===== config.mk =====
export PLATFORM = sky130hd
export DESIGN_NAME = pong_match_sequencer
export DESIGN_NICKNAME = d
export VERILOG_FILES = /design/src/rtl/pong_pkg.sv /design/src/rtl/pong_btn_edge.sv /design/src/rtl/pong_match_sequencer.sv
export SDC_FILE = /design/constraint.sdc
export NUM_CORES = 1
export LEC_CHECK = 0
export CAP_MARGIN = 5
export CELL_PAD_IN_SITES_DETAIL_PLACEMENT = 1
export CELL_PAD_IN_SITES_GLOBAL_PLACEMENT = 1
export CORE_ASPECT_RATIO = 1.1
export CORE_MARGIN = 2
export CORE_UTILIZATION = 48
export CTS_CLUSTER_DIAMETER = 120
export DETAILED_ROUTE_END_ITERATION = 6
export DONT_BUFFER_PORTS = 1
export PLACE_DENSITY_LB_ADDON = 0.1
export SYNTH_ARGS = -nofsm -noshare
export SYNTH_HDL_FRONTEND = slang
export SYNTH_SLANG_ARGS = --single-unit

===== constraint.sdc =====
create_clock -name clk -period 3.25 [get_ports clk]
set_input_delay 0.325 -clock clk [delete_from_list [all_inputs] [get_ports clk]]
set_output_delay 0.325 -clock clk [all_outputs]
set_load 0.02 [all_outputs]

===== src/rtl/pong_pkg.sv =====
// Shared definitions for the Pong match sequencer: state and winner encodings,
// score width and the winner decision helper.
`default_nettype none

package pong_pkg;

  localparam int SCORE_W = 3;

  typedef enum logic [2:0] {
    IDLE   = 3'd0,
    SERVE  = 3'd1,
    PLAY   = 3'd2,
    POINT  = 3'd3,
    OVER   = 3'd4,
    PAUSED = 3'd5
  } state_t;

  localparam logic [1:0] WIN_NONE = 2'd0;
  localparam logic [1:0] WIN_P1   = 2'd1;
  localparam logic [1:0] WIN_P2   = 2'd2;
  localparam logic [1:0] WIN_DRAW = 2'd3;

  function automatic logic [1:0] winner_of(input logic [SCORE_W-1:0] s1,
                                           input logic [SCORE_W-1:0] s2);
    if (s1 > s2)      return WIN_P1;
    else if (s2 > s1) return WIN_P2;
    else              return WIN_DRAW;
  endfunction

endpackage

`default_nettype wire


===== src/rtl/pong_btn_edge.sv =====
// Optional 2-FF synchronizer followed by a rising-edge detector; pulse is one
// clk wide. With SYNC=0 the input is assumed already synchronous to clk.
`default_nettype none

module pong_btn_edge #(
  parameter bit SYNC = 1'b1
) (
  input  logic clk,
  input  logic rst_n,
  input  logic din,
  output logic pulse
);

  logic level;
  logic level_d;

  if (SYNC) begin : g_sync
    logic [1:0] sync_q;
    always_ff @(posedge clk or negedge rst_n) begin
      if (!rst_n) sync_q <= 2'b00;
      else        sync_q <= {sync_q[0], din};
    end
    assign level = sync_q[1];
  end else begin : g_direct
    assign level = din;
  end

  always_ff @(posedge clk or negedge rst_n) begin
    if (!rst_n) level_d <= 1'b0;
    else        level_d <= level;
  end

  assign pulse = level & ~level_d;

endmodule

`default_nettype wire


===== src/rtl/pong_match_sequencer.sv =====
// Match-level controller for Pong: sequences serve/rally/point/game-over and owns
// both scores. Optional macro PONG_PAUSE_EN adds a PAUSED state toggled by start.
`default_nettype none

module pong_match_sequencer
  import pong_pkg::*;
#(
  parameter int WIN_SCORE   = 7,
  parameter int PAUSE_TICKS = 200,
  parameter int OVER_TICKS  = 300,
  parameter int CNT_W       = 10
) (
  input  logic               clk,
  input  logic               rst_n,
  input  logic               tick,
  input  logic               start,
  input  logic               miss1,
  input  logic               miss2,
  input  logic               time_up,
  output logic               stop,
  output logic               ball_reset,
  output logic               serve_dir,
  output logic [SCORE_W-1:0] score1,
  output logic [SCORE_W-1:0] score2,
  output logic [1:0]         winner,
  output logic [2:0]         state
);

  localparam logic [SCORE_W-1:0] WIN        = SCORE_W'(WIN_SCORE);
  localparam logic [CNT_W-1:0]   PAUSE_LAST = CNT_W'(PAUSE_TICKS - 1);
  localparam logic [CNT_W-1:0]   OVER_MAX   = CNT_W'(OVER_TICKS);

  state_t               state_q, state_d;
  logic [CNT_W-1:0]     cnt_q, cnt_d;
  logic [SCORE_W-1:0]   s1_q, s1_d, s2_q, s2_d;
  logic [1:0]           win_q, win_d;
  logic                 dir_q, dir_d;
  logic                 br_q, br_d;
  logic                 start_p, miss1_p, miss2_p;

  pong_btn_edge #(.SYNC(1'b1)) u_start_edge (
    .clk(clk), .rst_n(rst_n), .din(start), .pulse(start_p)
  );
  pong_btn_edge #(.SYNC(1'b0)) u_miss1_edge (
    .clk(clk), .rst_n(rst_n), .din(miss1), .pulse(miss1_p)
  );
  pong_btn_edge #(.SYNC(1'b0)) u_miss2_edge (
    .clk(clk), .rst_n(rst_n), .din(miss2), .pulse(miss2_p)
  );

  always_ff @(posedge clk or negedge rst_n) begin
    if (!rst_n) begin
      state_q <= IDLE;
      cnt_q   <= '0;
      s1_q    <= '0;
      s2_q    <= '0;
      win_q   <= WIN_NONE;
      dir_q   <= 1'b0;
      br_q    <= 1'b0;
    end else begin
      state_q <= state_d;
      cnt_q   <= cnt_d;
      s1_q    <= s1_d;
      s2_q    <= s2_d;
      win_q   <= win_d;
      dir_q   <= dir_d;
      br_q    <= br_d;
    end
  end

  always_comb begin
    state_d = state_q;
    cnt_d   = cnt_q;
    s1_d    = s1_q;
    s2_d    = s2_q;
    win_d   = win_q;
    dir_d   = dir_q;
    br_d    = 1'b0;
    case (state_q)
      IDLE: begin
        s1_d  = '0;
        s2_d  = '0;
        win_d = WIN_NONE;
        if (start_p) begin
          state_d = SERVE;
          br_d    = 1'b1;
        end
      end
      SERVE: if (start_p) state_d = PLAY;
      PLAY: begin
        // Scores update first so a coincident time_up judges the new totals.
        if (miss1_p && miss2_p) begin
          dir_d = ~dir_q;
        end else if (miss1_p) begin
          s2_d  = s2_q + 1'b1;
          dir_d = 1'b0;
        end else if (miss2_p) begin
          s1_d  = s1_q + 1'b1;
          dir_d = 1'b1;
        end
        if (s1_d == WIN || s2_d == WIN || time_up) begin
          state_d = OVER;
          win_d   = winner_of(s1_d, s2_d);
          cnt_d   = '0;
        end else if (miss1_p || miss2_p) begin
          state_d = POINT;
          cnt_d   = '0;
        end
`ifdef PONG_PAUSE_EN
        else if (start_p) begin
          state_d = PAUSED;
        end
`endif
      end
      POINT: begin
        if (tick) begin
          if (cnt_q == PAUSE_LAST) begin
            state_d = SERVE;
            br_d    = 1'b1;
            cnt_d   = '0;
          end else begin
            cnt_d = cnt_q + 1'b1;
          end
        end
      end
      OVER: begin
        if (tick && cnt_q != OVER_MAX) cnt_d = cnt_q + 1'b1;
        if (start_p && cnt_q == OVER_MAX) begin
          state_d = IDLE;
          s1_d    = '0;
          s2_d    = '0;
          win_d   = WIN_NONE;
          cnt_d   = '0;
        end
      end
`ifdef PONG_PAUSE_EN
      PAUSED: if (start_p) state_d = PLAY;
`endif
      default: state_d = IDLE;
    endcase
  end

  assign stop       = (state_q != PLAY);
  assign ball_reset = br_q;
  assign serve_dir  = dir_q;
  assign score1     = s1_q;
  assign score2     = s2_q;
  assign winner     = win_q;
  assign state      = state_q;

`ifndef SYNTHESIS
  always @(posedge clk) begin
    assert (WIN_SCORE >= 1 && WIN_SCORE <= 7)
      else $error("pong_match_sequencer: WIN_SCORE=%0d outside 1..7", WIN_SCORE);
  end
`endif

endmodule

`default_nettype wire


==> results.sh <==
export IMPL_fin_nets=196
export IMPL_path_max_fanout=12
export IMPL_die_width_um=60.06
export IMPL_clock_sinks=28
export IMPL_post_synth_cell_area_avg_um2=9.535
export IMPL_multi_input_comb_area_um2=917.1
export IMPL_gpl_final_weighted_congestion=0.7926
export IMPL_cap_viol_max_count=0
export IMPL_whs_path_depth=2
export IMPL_synth_fp_nets=188
export IMPL_synth_edff_count=0
export IMPL_timing_final_hold_violations=0
export IMPL_wirelength_um=3921
export IMPL_drt_initial_drc_count=45
export IMPL_type_of_element_capturing_the_critical_path="flip-flop"
export IMPL_timing_max_slew_rel_slack=0.6673
export IMPL_finalHoldWorstSlack_ps=272.5
export IMPL_worst_setup_start_kind="flip-flop"
export IMPL_final_period_utilization=0.8066
export IMPL_period_minus_slack_ps=2621
export IMPL_avgViaCountPerCell=6.022
export IMPL_track_usage=0.2236
export IMPL_holdCritPathClass="primary input to flip-flop"
export IMPL_max_freq_mhz=381.5
export IMPL_crit_required_ps=3490
export IMPL_timing_final_max_slew_violations=0
export IMPL_place_area_mm2=0.001712
export IMPL_fp_dieArea_mm2=0.003943
export IMPL_drt_pass1_iter_count=4
export IMPL_starting_density=0.4981
export IMPL_post_drt_wl_per_cell_um=17.20
export IMPL_final_setup_skew_ps=8.641
export IMPL_synth_sequential_area_ratio=0.4223
export IMPL_final_design_area_no_fill_mm2=0.001794
export IMPL_drive_gt1_frac=0.09444
export IMPL_path_class="flip-flop to flip-flop"
export IMPL_rsz0062_at_grt="false"
export IMPL_detail_route_drc_violations=0
export IMPL_cts_clk_slew_worst_paths_ps=140
export IMPL_total_leakage_power_uw=0.0008175
export IMPL_grt_start_max_net_pins=29
export IMPL_antenna_violations_before_repair=0
export IMPL_h_tree_depth=1
export IMPL_finalPower_uw=1086
export IMPL_placeableCoreArea_mm2=0.003331
export IMPL_worst_ir_drop_vdd_mv=0.2991
export IMPL_grt_pass1_wl_um=6637
export IMPL_synth_top_area_frac=0.4223
export IMPL_route_vias_total=1373
export IMPL_timing_final_setup_violations=0
export IMPL_fillerInstances=378
export IMPL_cts_buffers_inserted=3
export IMPL_area_growth_syn_to_layout_pct=8.145
export IMPL_synth_async_sr_flop_share=1.000
export IMPL_cell_types_with_the_largest_area_share_after_synthesis="sky130_fd_sc_hd__dfrtp_1 42%, sky130_fd_sc_hd__ha_1 5.3%, sky130_fd_sc_hd__nor2_1 4.1%"
export IMPL_synthesis_area_mm2=0.001659
export IMPL_synth_cell_types=46
export IMPL_yosys_most_used_dff="sky130_fd_sc_hd__dfrtp_1"
export IMPL_die_h_um=65.66
export IMPL_antenna_cells_inserted=0
export IMPL_finalSetupTns_ps=0
export IMPL_holdBufCountCts=5
export IMPL_synth_largest_area_cell="sky130_fd_sc_hd__dfrtp_1"
export IMPL_worstMarginPinSlew_ps=497.3
export IMPL_final_antenna_net_count=0
export IMPL_gr_total_overflow=0
export IMPL_seqCellArea_um2=700.7
export IMPL_place_hpwl_um=2978
export IMPL_fp_row_count=22
export IMPL_port_buffers=0
export IMPL_postCtsSetupRepairBufs=0
export IMPL_cts_tree="yes"
export IMPL_worst_r2r_cell_count=6
export IMPL_status="finished clean"
export IMPL_yosys_warnings=0
export IMPL_io_pins=21
export IMPL_postSynthCellCount=174
export IMPL_clk_insertion_delay_late_ps=340
export IMPL_max_clock_path_buffers=2
export IMPL_grt_pass1_vias=1435
export IMPL_cts_resized_gates=0
export IMPL_arrival_ps=2860
export IMPL_synth_ff_latch_count=28
export IMPL_clockRootBuffer="sky130_fd_sc_hd__clkbuf_4"
export IMPL_power_density_mw_per_mm2=605.1
power breakdown:
group | internal (uW) | total, uW | switching [uW]
combinational | 167 | 411 | 244
sequential | 401 | 529 | 127
clock | 43.7 | 146 | 103
total | 612 | 1090 | 474
flip-flops by register name, indices dropped and copies added, names as in the netlist:
register,count
score1,3
ball_reset,1
u_start_edge.g_sync.sync_q,2
serve_dir,1
u_start_edge.level_d,1
u_miss2_edge.level_d,1
state,3
u_miss1_edge.level_d,1
score2,3
winner,2
cnt_q,10
path summary, 6_finish.rpt:
check,startpoint,end,slack [ps]
worst max-delay path,cnt_q[7]$_DFFE_PN0P_,cnt_q[7]$_DFFE_PN0P_,630
worst min-delay path,tick,state[1]$_DFFE_PN0P_,270
worst max register to register,cnt_q[7]$_DFFE_PN0P_,cnt_q[7]$_DFFE_PN0P_,630
worst min register to register,u_start_edge.g_sync.sync_q[0]$_DFF_PN0_,u_start_edge.g_sync.sync_q[1]$_DFF_PN0_,380
max in group asynchronous,rst_n,state[0]$_DFFE_PN0P_,2680
min in group asynchronous,rst_n,score1[1]$_DFFE_PN0P_,400
final cells by class:
class,count,share of cell area
multi-input combinational,137,0.5112
sequential,28,0.3905
timing repair buffer,7,0.04184
tap,48,0.03347
clock buffer,3,0.01255
inverter,5,0.01046
stage by stage:
step	worst slack, ps	cells	utilization
after global routing	451.9	228	0.5387
final	628.6	228	0.5387
after CTS	626.1	228	0.5387
after floorplan	878.5	174	-
after detailed placement	662.5	220	0.5139
after global placement	751.2	220	0.5139
critical path: stages, from the launching register on:
cell and delay, ps:
sky130_fd_sc_hd__dfrtp_1 440, sky130_fd_sc_hd__or4_1 560, sky130_fd_sc_hd__or4_4 540, sky130_fd_sc_hd__nand3_4 100
sky130_fd_sc_hd__o211ai_4 150, sky130_fd_sc_hd__or2_1 390, sky130_fd_sc_hd__o41ai_2 340
layer usage:
| layer | up-vias | share of wire | GRT usage |
|---|---|---|---|
| met5 | - | 0 | 0 |
| met4 | 0 | 0.024 | 0.08333 |
| met3 | 9 | 0.024 | 0.03150 |
| met2 | 21 | 0.53 | 0.4035 |
| met1 | 700 | 0.42 | 0.2605 |
| li1 | 643 | - | - |
logic make-up (layout without fill, tap and decap cells):
logic type,count (synthesis),in the layout,synth area share
adder cells (fa/ha/maj),7,7,0.05279
flip-flops,28,28,0.4223
multiplexers,6,6,0.03695
AO/OA/AOI/OAI,45,45,0.2036
buffers and inverters,9,15,0.02489
AND/OR/NAND/NOR,74,74,0.2330
XOR/XNOR,5,5,0.02640
cells in the final DEF, fill, tap and decap left out, types with 4 or more instances in the layout:
cell type and count:
sky130_fd_sc_hd__a21oi_1 8, sky130_fd_sc_hd__mux2i_1 5, sky130_fd_sc_hd__nor2b_1 5, sky130_fd_sc_hd__o31ai_1 4, sky130_fd_sc_hd__nand2b_1 4, sky130_fd_sc_hd__nor2_1 18, sky130_fd_sc_hd__o21ai_0 5, sky130_fd_sc_hd__nand2_1 17
sky130_fd_sc_hd__dlygate4sd3_1 4, sky130_fd_sc_hd__dfrtp_1 28, sky130_fd_sc_hd__ha_1 7, sky130_fd_sc_hd__o21ai_1 8, sky130_fd_sc_hd__nand3_1 9, sky130_fd_sc_hd__inv_1 5
synthesized netlist by cell type, types with 2 or more instances:
| master | count |
|---|---|
| sky130_fd_sc_hd__nand2b_1 | 4 |
| sky130_fd_sc_hd__inv_1 | 5 |
| sky130_fd_sc_hd__nor3_1 | 2 |
| sky130_fd_sc_hd__a21o_1 | 2 |
| sky130_fd_sc_hd__xnor2_1 | 2 |
| sky130_fd_sc_hd__o31ai_1 | 4 |
| sky130_fd_sc_hd__ha_1 | 7 |
| sky130_fd_sc_hd__o21ai_0 | 5 |
| sky130_fd_sc_hd__nand2_1 | 17 |
| sky130_fd_sc_hd__o41ai_2 | 3 |
| sky130_fd_sc_hd__clkbuf_1 | 3 |
| sky130_fd_sc_hd__or4_1 | 2 |
| sky130_fd_sc_hd__nor2_1 | 18 |
| sky130_fd_sc_hd__a31oi_1 | 3 |
| sky130_fd_sc_hd__o21ai_1 | 8 |
| sky130_fd_sc_hd__nor2b_1 | 5 |
| sky130_fd_sc_hd__a21oi_1 | 8 |
| sky130_fd_sc_hd__and2_1 | 3 |
| sky130_fd_sc_hd__nand3_1 | 9 |
| sky130_fd_sc_hd__dfrtp_1 | 28 |
| sky130_fd_sc_hd__mux2i_1 | 5 |
| sky130_fd_sc_hd__or3_1 | 2 |
| sky130_fd_sc_hd__xor2_1 | 3 |
| sky130_fd_sc_hd__a31o_2 | 2 |
| sky130_fd_sc_hd__and3_1 | 3 |
Note: power is estimated with default switching activity, not from simulation.
